[config.mk]
export PLATFORM = sky130hd
export DESIGN_NAME = id_ex_stage
export DESIGN_NICKNAME = d
export VERILOG_FILES = /design/src/rtl/id_ex_stage.sv
export SDC_FILE = /design/constraint.sdc
export NUM_CORES = 1
export LEC_CHECK = 0
export CAP_MARGIN = 5
export CELL_PAD_IN_SITES_DETAIL_PLACEMENT = 0
export CELL_PAD_IN_SITES_GLOBAL_PLACEMENT = 1
export CORE_ASPECT_RATIO = 0.8
export CORE_UTILIZATION = 29
export CTS_BUF_LIST = sky130_fd_sc_hd__clkbuf_8
export CTS_CLUSTER_SIZE = 30
export DETAILED_ROUTE_END_ITERATION = 10
export PLACE_DENSITY = 0.94
export SYNTH_ARGS = -nofsm -noshare
export SYNTH_HDL_FRONTEND = slang
export SYNTH_SLANG_ARGS = --single-unit
[constraint.sdc]
create_clock -name clk -period 2.8 [get_ports clk]
set_input_delay 0.28 -clock clk [delete_from_list [all_inputs] [get_ports clk]]
set_output_delay 0.28 -clock clk [all_outputs]
set_load 0.01 [all_outputs]
[src/rtl/id_ex_stage.sv]
`default_nettype none
// ============================================================================
// Module   : id_ex_stage
// Brief    : ID/EX pipeline register with load-use hazard detection.
//            Optional macro IDEX_STALL_CNT_EN adds stall/flush event counters.
// Revision : 1.0
// ============================================================================
module id_ex_stage #(
    parameter int XLEN = 32,
    parameter int RIDX = 5
) (
    input  logic            clk,
    input  logic            rstn,
    input  logic            id_valid_i,
    input  logic            id_RegWrite_i,
    input  logic            id_MemWrite_i,
    input  logic [5:0]      id_EXTOp_i,
    input  logic [4:0]      id_ALUOp_i,
    input  logic [2:0]      id_NPCOp_i,
    input  logic            id_ALUSrc_i,
    input  logic [1:0]      id_WDSel_i,
    input  logic [2:0]      id_DMType_i,
    input  logic [XLEN-1:0] id_pc_i,
    input  logic [XLEN-1:0] id_rd1_i,
    input  logic [XLEN-1:0] id_rd2_i,
    input  logic [XLEN-1:0] id_imm_i,
    input  logic [RIDX-1:0] id_rs1_i,
    input  logic [RIDX-1:0] id_rs2_i,
    input  logic [RIDX-1:0] id_rd_i,
    input  logic            id_rs1_used_i,
    input  logic            id_rs2_used_i,
    input  logic            flush_i,
    output logic            stall_o,
    output logic            ex_valid_o,
    output logic            ex_RegWrite_o,
    output logic            ex_MemWrite_o,
    output logic [5:0]      ex_EXTOp_o,
    output logic [4:0]      ex_ALUOp_o,
    output logic [2:0]      ex_NPCOp_o,
    output logic            ex_ALUSrc_o,
    output logic [1:0]      ex_WDSel_o,
    output logic [2:0]      ex_DMType_o,
    output logic [XLEN-1:0] ex_pc_o,
    output logic [XLEN-1:0] ex_rd1_o,
    output logic [XLEN-1:0] ex_rd2_o,
    output logic [XLEN-1:0] ex_imm_o,
    output logic [RIDX-1:0] ex_rs1_o,
    output logic [RIDX-1:0] ex_rs2_o,
    output logic [RIDX-1:0] ex_rd_o
`ifdef IDEX_STALL_CNT_EN
    ,
    output logic [31:0]     stall_cnt_o,
    output logic [31:0]     flush_cnt_o
`endif
);

    localparam logic [1:0] c_WDSEL_LOAD = 2'b01;

    logic            r_valid;
    logic            r_regwrite;
    logic            r_memwrite;
    logic [5:0]      r_extop;
    logic [4:0]      r_aluop;
    logic [2:0]      r_npcop;
    logic            r_alusrc;
    logic [1:0]      r_wdsel;
    logic [2:0]      r_dmtype;
    logic [XLEN-1:0] r_pc;
    logic [XLEN-1:0] r_rd1;
    logic [XLEN-1:0] r_rd2;
    logic [XLEN-1:0] r_imm;
    logic [RIDX-1:0] r_rs1;
    logic [RIDX-1:0] r_rs2;
    logic [RIDX-1:0] r_rd;

    logic w_ex_is_load;
    logic w_rs1_hit;
    logic w_rs2_hit;
    logic w_load_use;
    logic w_bubble;

    // The loaded value is not ready until after MEM, so a dependent ID
    // instruction must wait one cycle; x0 never carries a real dependency.
    assign w_ex_is_load = r_valid && (r_wdsel == c_WDSEL_LOAD) && (r_rd != '0);
    assign w_rs1_hit    = id_rs1_used_i && (id_rs1_i == r_rd);
    assign w_rs2_hit    = id_rs2_used_i && (id_rs2_i == r_rd);
    assign w_load_use   = w_ex_is_load && id_valid_i && (w_rs1_hit || w_rs2_hit);
    assign stall_o      = w_load_use && !flush_i;

    // Flush, load-use and an empty ID slot all collapse to the same bubble.
    assign w_bubble = flush_i || w_load_use || !id_valid_i;

    always_ff @(posedge clk) begin
        if (!rstn || w_bubble) begin
            r_valid    <= 1'b0;
            r_regwrite <= 1'b0;
            r_memwrite <= 1'b0;
            r_extop    <= '0;
            r_aluop    <= '0;
            r_npcop    <= '0;
            r_alusrc   <= 1'b0;
            r_wdsel    <= '0;
            r_dmtype   <= '0;
            r_pc       <= '0;
            r_rd1      <= '0;
            r_rd2      <= '0;
            r_imm      <= '0;
            r_rs1      <= '0;
            r_rs2      <= '0;
            r_rd       <= '0;
        end else begin
            r_valid    <= 1'b1;
            r_regwrite <= id_RegWrite_i;
            r_memwrite <= id_MemWrite_i;
            r_extop    <= id_EXTOp_i;
            r_aluop    <= id_ALUOp_i;
            r_npcop    <= id_NPCOp_i;
            r_alusrc   <= id_ALUSrc_i;
            r_wdsel    <= id_WDSel_i;
            r_dmtype   <= id_DMType_i;
            r_pc       <= id_pc_i;
            r_rd1      <= id_rd1_i;
            r_rd2      <= id_rd2_i;
            r_imm      <= id_imm_i;
            r_rs1      <= id_rs1_i;
            r_rs2      <= id_rs2_i;
            r_rd       <= id_rd_i;
        end
    end

    assign ex_valid_o    = r_valid;
    assign ex_RegWrite_o = r_regwrite;
    assign ex_MemWrite_o = r_memwrite;
    assign ex_EXTOp_o    = r_extop;
    assign ex_ALUOp_o    = r_aluop;
    assign ex_NPCOp_o    = r_npcop;
    assign ex_ALUSrc_o   = r_alusrc;
    assign ex_WDSel_o    = r_wdsel;
    assign ex_DMType_o   = r_dmtype;
    assign ex_pc_o       = r_pc;
    assign ex_rd1_o      = r_rd1;
    assign ex_rd2_o      = r_rd2;
    assign ex_imm_o      = r_imm;
    assign ex_rs1_o      = r_rs1;
    assign ex_rs2_o      = r_rs2;
    assign ex_rd_o       = r_rd;

`ifdef IDEX_STALL_CNT_EN
    logic [31:0] r_stall_cnt;
    logic [31:0] r_flush_cnt;

    // Free-running event counters; wrap naturally at 2^32.
    always_ff @(posedge clk) begin
        if (!rstn) begin
            r_stall_cnt <= '0;
            r_flush_cnt <= '0;
        end else begin
            if (stall_o) begin
                r_stall_cnt <= r_stall_cnt + 32'd1;
            end
            if (flush_i) begin
                r_flush_cnt <= r_flush_cnt + 32'd1;
            end
        end
    end

    assign stall_cnt_o = r_stall_cnt;
    assign flush_cnt_o = r_flush_cnt;
`endif

endmodule
`default_nettype wire

== Yosys cells after proc, flatten, opt, wreduce, memory -nomap -nowiden ==
Index checks and enable logic that the tools add are counted.

* Bits in registers: 166
* Output and inout bits: 167
* Logic and storage cells: 35

* Eq/ne operators: 3
* Muxes and demuxes: 1
* Reductions and logical operators: 15

{| class="wikitable"
|+ Operators by type and width
! cell !! number
|-
| $eq 5x5->1 || 2
|-
| $logic_and 1x1->1 || 7
|-
| $reduce_bool 5->1 || 1
|-
| $logic_or 1x1->1 || 4
|-
| $logic_not 1->1 || 3
|-
| $eq 2x1->1 const B || 1
|-
| $mux 1 || 1
|}

== Logic depth before layout (Yosys ltp) ==
* Depth after elaboration: 9
* Mapped depth: 6
* Gate-level depth less buffers: 4

== Least setup slack after synthesis ==
Ideal clock, no wire load.

* Path type: reg-to-output
* Start: register r_rd[1] (netlist: ex_rd_o[1])
* End: output stall_o
* Data arrival time: 1,308 ps
* Required time: 2,520 ps
* Setup slack: 1,212 ps
* Stages on the path, launching flop included: 6
* Buffers on the path: 1
* Path through: dfxtp_1 -> xnor2_1 -> nand4_1 -> o22ai_2 -> buf_2 -> and3b_1

* Cells in the longest elaborated chain, start to end: 5
* Elaborated cells between the ends (all ways): 10

{| class="wikitable"
|+ Ends and longest elaborated chain
! element !! RTL line !! RTL
|-
| start: declaration || 74 || <nowiki>logic [RIDX-1:0] r_rd;</nowiki>
|-
| start signal: assignment || 127 || <nowiki>r_rd <= id_rd_i;</nowiki>
|-
| $eq 5x5->1 (tied with other cells) || 85 || <nowiki>assign w_rs1_hit = id_rs1_used_i && (id_rs1_i == r_rd);</nowiki>
|-
| $logic_and 1x1->1 (on tied branches) || 85, 84, 86 ||
|-
| $logic_or 1x1->1 / $logic_and 1x1->1 (equally long branches) || 87 || <nowiki>assign w_load_use = w_ex_is_load && id_valid_i && (w_rs1_hit || w_rs2_hit);</nowiki>
|-
| $logic_and 1x1->1 (*) || 87 ||
|-
| $logic_and 1x1->1 (*) || 88 || <nowiki>assign stall_o = w_load_use && !flush_i;</nowiki>
|-
| end: declaration || 33 || <nowiki>output logic stall_o,</nowiki>
|}

Every way passes the cells marked *; elsewhere a longest branch is shown, timed or not.

== Worst setup path in the final report ==
* Start: register r_rd[2] (netlist: ex_rd_o[2])
* End: output stall_o

Same word-level chain as after synthesis.

==> results.md <==
Logic synthesis:
- Summing every instance area after synthesis gives 0.00549 sq mm.
- The average size of a mapped cell is 9.27 sq um.
- The share of the Yosys chip area taken by registers is 60.5%.
- The number of flip-flops and latches in the synthesized netlist is 166.
- The net count after synthesis is 763.
- Synthesis handed over a netlist of 592 instances.
- The number of distinct library cells after synthesis is 18.
- The number of warning messages in the yosys log is 0.

Timing:
- Clock skew on the completed layout was measured at 0.0183 ns.
- The post-route minimum period is 2.49 ns.
- The number of hold violations in the final report was 0.
- Setup repair after global routing left no endpoint under its margin.
- The remaining max-slew budget at the tightest pin is 39.1%.
- The total setup violations reported at the end of the flow is 0.
- The count of pins over their slew limit is 0.
- The transition at the pin with the smallest max-transition slack is 0.914 ns.
- The final period utilization is 89.0%.
- Based on the critical path, the design can be clocked at up to 401 MHz.
- In the final timing run, aggregate negative setup slack is 0 ns.

Routing:
- Summed over all layers, the routed wires come to 18.1 mm.
- The detail route stage leaves a number of antenna-violating nets equal to 0.
- The post-route DRC violation count is 0.
- The detailed router's first-iteration violation count is 428.
- Before antenna repair, the detailed router went through 5 iterations.
- The average detailed-routed wire length per instance is 15.7 um.
- The via count is 5485.
- After detailed routing, the number of vias per cell comes to 4.77.

Run:
- Max-cap violations in this run came to 0.

Critical path:
- The worst setup path is captured at an output port.
- On the critical path the largest part of the delay comes from buffers and inverters.
- The arrival time at the worst endpoint is 2.21 ns.
- The critical path startpoint category is a flop.
- For flop-to-flop paths, the worst setup slack is 0.81 ns.
- The delay of the slowest critical-path stage is 0.57 ns.
- The worst reg2reg path depth is 5.
- At the worst endpoint, the required time is 2.52 ns.
- The worst setup path is of the reg -> out kind.
- Together, buffers and inverters on the worst path number 1.
- The terminus of the critical flop-to-flop path is ex_DMType_o[1].
- The signal on the critical path passes through xnor2_1 -> nand4_1 -> o22ai_4 -> and3b_1 -> clkdlybuf4s50_1.
- The slowest library cell on the worst path is sky130_fd_sc_hd__clkdlybuf4s50_1.
- In this run the critical register-to-register path is launched from ex_rd_o[2].
- Along the worst path, the maximum fanout reaches 4.

Die:
- The die outline height is 125 um.
- In this run the horizontal extent of the chip is 156 um.
- The floorplan has 44 rows.
- For this design the top-level I/O count stands at 338.
- For this configuration, the core starts out at a cell density of 29.9%.
- The die footprint is 0.0195 sq mm.
- The total area inside the core boundary comes to 0.0183 sq mm.

Min path:
- The worst hold path terminates at ex_imm_o[7].
- The class of the worst hold path is in -> reg.
- The startpoint of the most critical hold path is id_imm_i[7].
- Counting instances, the worst hold path has a depth of 3.

Finish:
- Cells with a size suffix above 1 make up 4.79% of the layout.
- The antenna diode count is 0.
- The final design instance area without fill is 0.00937 sq mm.
- For this run, the post-layout net count is 1055.
- The finished layout holds 1150 standard cells, fillers aside.
- The area growth from synthesis to layout is 70.8%.

Global route:
- The via count of the first global-routing pass came to 5240.
- After global routing the overflow that remains totals 0.
- Entering global routing, the biggest net connects 167 pins.
- Global routing consumed, over all layers together, 18.3% of the routing resources.
- The wire length of the first global-routing pass is 28.1 mm.
- The number of antenna violations at the first check in global routing is 0.

Outcome:
- The flow ran to the end, and the final reports show no timing, DRC or antenna violations.

Clocking:
- CTS placed an instance of sky130_fd_sc_hd__clkbuf_8 at the clock tree root.
- Clock-pin slew was measured on the worst setup and hold paths at 0.11 ns.
- The H-tree was split into 4 levels.
- The number of clock buffers inserted by TritonCTS is 17.
- The total setup buffers inserted after CTS is 0.
- The latest clock arrival within the worst-skew pair is 0.45 ns.
- The total number of clock tree sinks is 166.
- The TritonCTS clock tree is done.
- The number of buffers added to fix hold violations after cts is 0.
- The quantity of gates resized following cts is 0.
- The worst-case clock buffer depth is 2.

Power and ir drop:
- IR analysis of the VDD net gives a maximum drop of 0.279 mV.
- Summed over all cells, the static leakage comes to 3.43 nW.
- The power density over the cells is 496 mW/mm^2.

Placement:
- The HPWL after detailed placement is 11.9 mm.
- The count of input and output buffers is 337.
- The number of placed instances with taps included is 1118.
- At the end of routability-driven placement, the weighted congestion stood at 0.753.
- Once placement finished, the instance area stood at 0.00901 sq mm.
[cell usage after synthesis, drive strengths merged]
| master | count | share of area, % |
|---|---|---|
| a21oi | 167 | 15 |
| and3b | 1 | 0.16 |
| buf | 31 | 3.4 |
| clkbuf | 41 | 2.8 |
| dfxtp | 166 | 61 |
| nand2 | 3 | 0.21 |
| nand3 | 165 | 15 |
| nand4 | 2 | 0.23 |
| nand4b | 1 | 0.16 |
| nor2 | 1 | 0.068 |
| nor2b | 2 | 0.23 |
| nor3 | 1 | 0.091 |
| o22ai | 1 | 0.23 |
| xnor2 | 10 | 1.6 |
[kinds of logic (layout without fill, tap and decap cells)]
logic type	Yosys count	after routing	synth area share (%)
buffers and inverters	72	377	6.15
AND/OR/NAND/NOR	176	176	16.2
flip-flops	166	166	60.5
AO/OA/AOI/OAI	168	168	15.5
XOR/XNOR	10	10	1.60
[per-layer routing]
metal | up-vias | global-route usage (%) | part of all wire, %
met2 | 217 | 30.0 | 48
met1 | 2593 | 21.9 | 42
li1 | 2649 | - | -
met3 | 26 | 6.62 | 8.1
met5 | - | 0 | 0
met4 | 0 | 6.40 | 2.1
[power by group]
part	leakage, nW	internal (mW)	switching, mW
registers	1.35	2.42	0.0190
clock network	0.186	0.662	0.940
logic	1.89	0.371	0.231
total	3.43	3.45	1.19
[worst max-delay path by stage]
| stage | from | endpoint | slack [ns] | depth (start not counted) |
|---|---|---|---|---|
| after floorplan | ex_rd_o[1] | stall_o | 1.21 | 5 |
| after global routing | ex_rd_o[4] | stall_o | 0.20 | 5 |
| after global placement | id_rs1_i[1] | stall_o | 0.39 | 6 |
| after CTS | ex_rd_o[2] | stall_o | 0.27 | 5 |
| after detailed placement | id_rs1_i[1] | stall_o | 0.41 | 6 |
| final | ex_rd_o[2] | stall_o | 0.31 | 5 |
[cell type report]
type | count | area, sq um
multi-input cells | 354 | 1850
fillers | 1716 | 8960
clock inverters | 14 | 116
flip-flops and latches | 166 | 3320
well taps | 253 | 317
repair buffers | 345 | 3520
clock buffers | 18 | 248
[sequential cells by signal (all words and copies together), names as in the netlist, 5 cells and up]
signal      cells
ex_rd1_o       32
ex_rd2_o       32
ex_ALUOp_o      5
ex_pc_o        32
ex_EXTOp_o      6
ex_rs1_o        5
ex_imm_o       32
ex_rd_o         5
ex_rs2_o        5
[worst reg2reg max path, stage by stage, from the launching register on]
cell and delay [ns]:
sky130_fd_sc_hd__dfxtp_1 0.46, sky130_fd_sc_hd__xnor2_1 0.15, sky130_fd_sc_hd__nand4_1 0.15, sky130_fd_sc_hd__o22ai_4 0.23
sky130_fd_sc_hd__buf_12 0.54, sky130_fd_sc_hd__a21oi_1 0.29
[placed cells by master (no fill, tap or decap), types with 2 or more instances in the layout]
cell type / count
sky130_fd_sc_hd__clkinv_4: 4
sky130_fd_sc_hd__nand2_1: 3
sky130_fd_sc_hd__clkdlybuf4s50_1: 336
sky130_fd_sc_hd__inv_6: 4
sky130_fd_sc_hd__clkinvlp_4: 2
sky130_fd_sc_hd__nand4_1: 2
sky130_fd_sc_hd__xnor2_1: 10
sky130_fd_sc_hd__a21oi_1: 166
sky130_fd_sc_hd__dfxtp_1: 166
sky130_fd_sc_hd__buf_4: 2
sky130_fd_sc_hd__buf_12: 7
sky130_fd_sc_hd__inv_8: 2
sky130_fd_sc_hd__clkbuf_8: 18
sky130_fd_sc_hd__nand3_1: 165
[through the flow]
stage                     utilization, %  hold slack, ns  setup slack [ns]  total power, mW
after floorplan                        -           0.424              1.21             2.68
after global placement              49.1           0.838             0.394             3.10
after detailed placement            49.1           0.843             0.408             3.10
after CTS                           51.1           0.337             0.265             4.71
after global routing                51.1           0.349             0.205             4.85
final                               51.1           0.376             0.307             4.65
(Power assumes the default switching activity.)
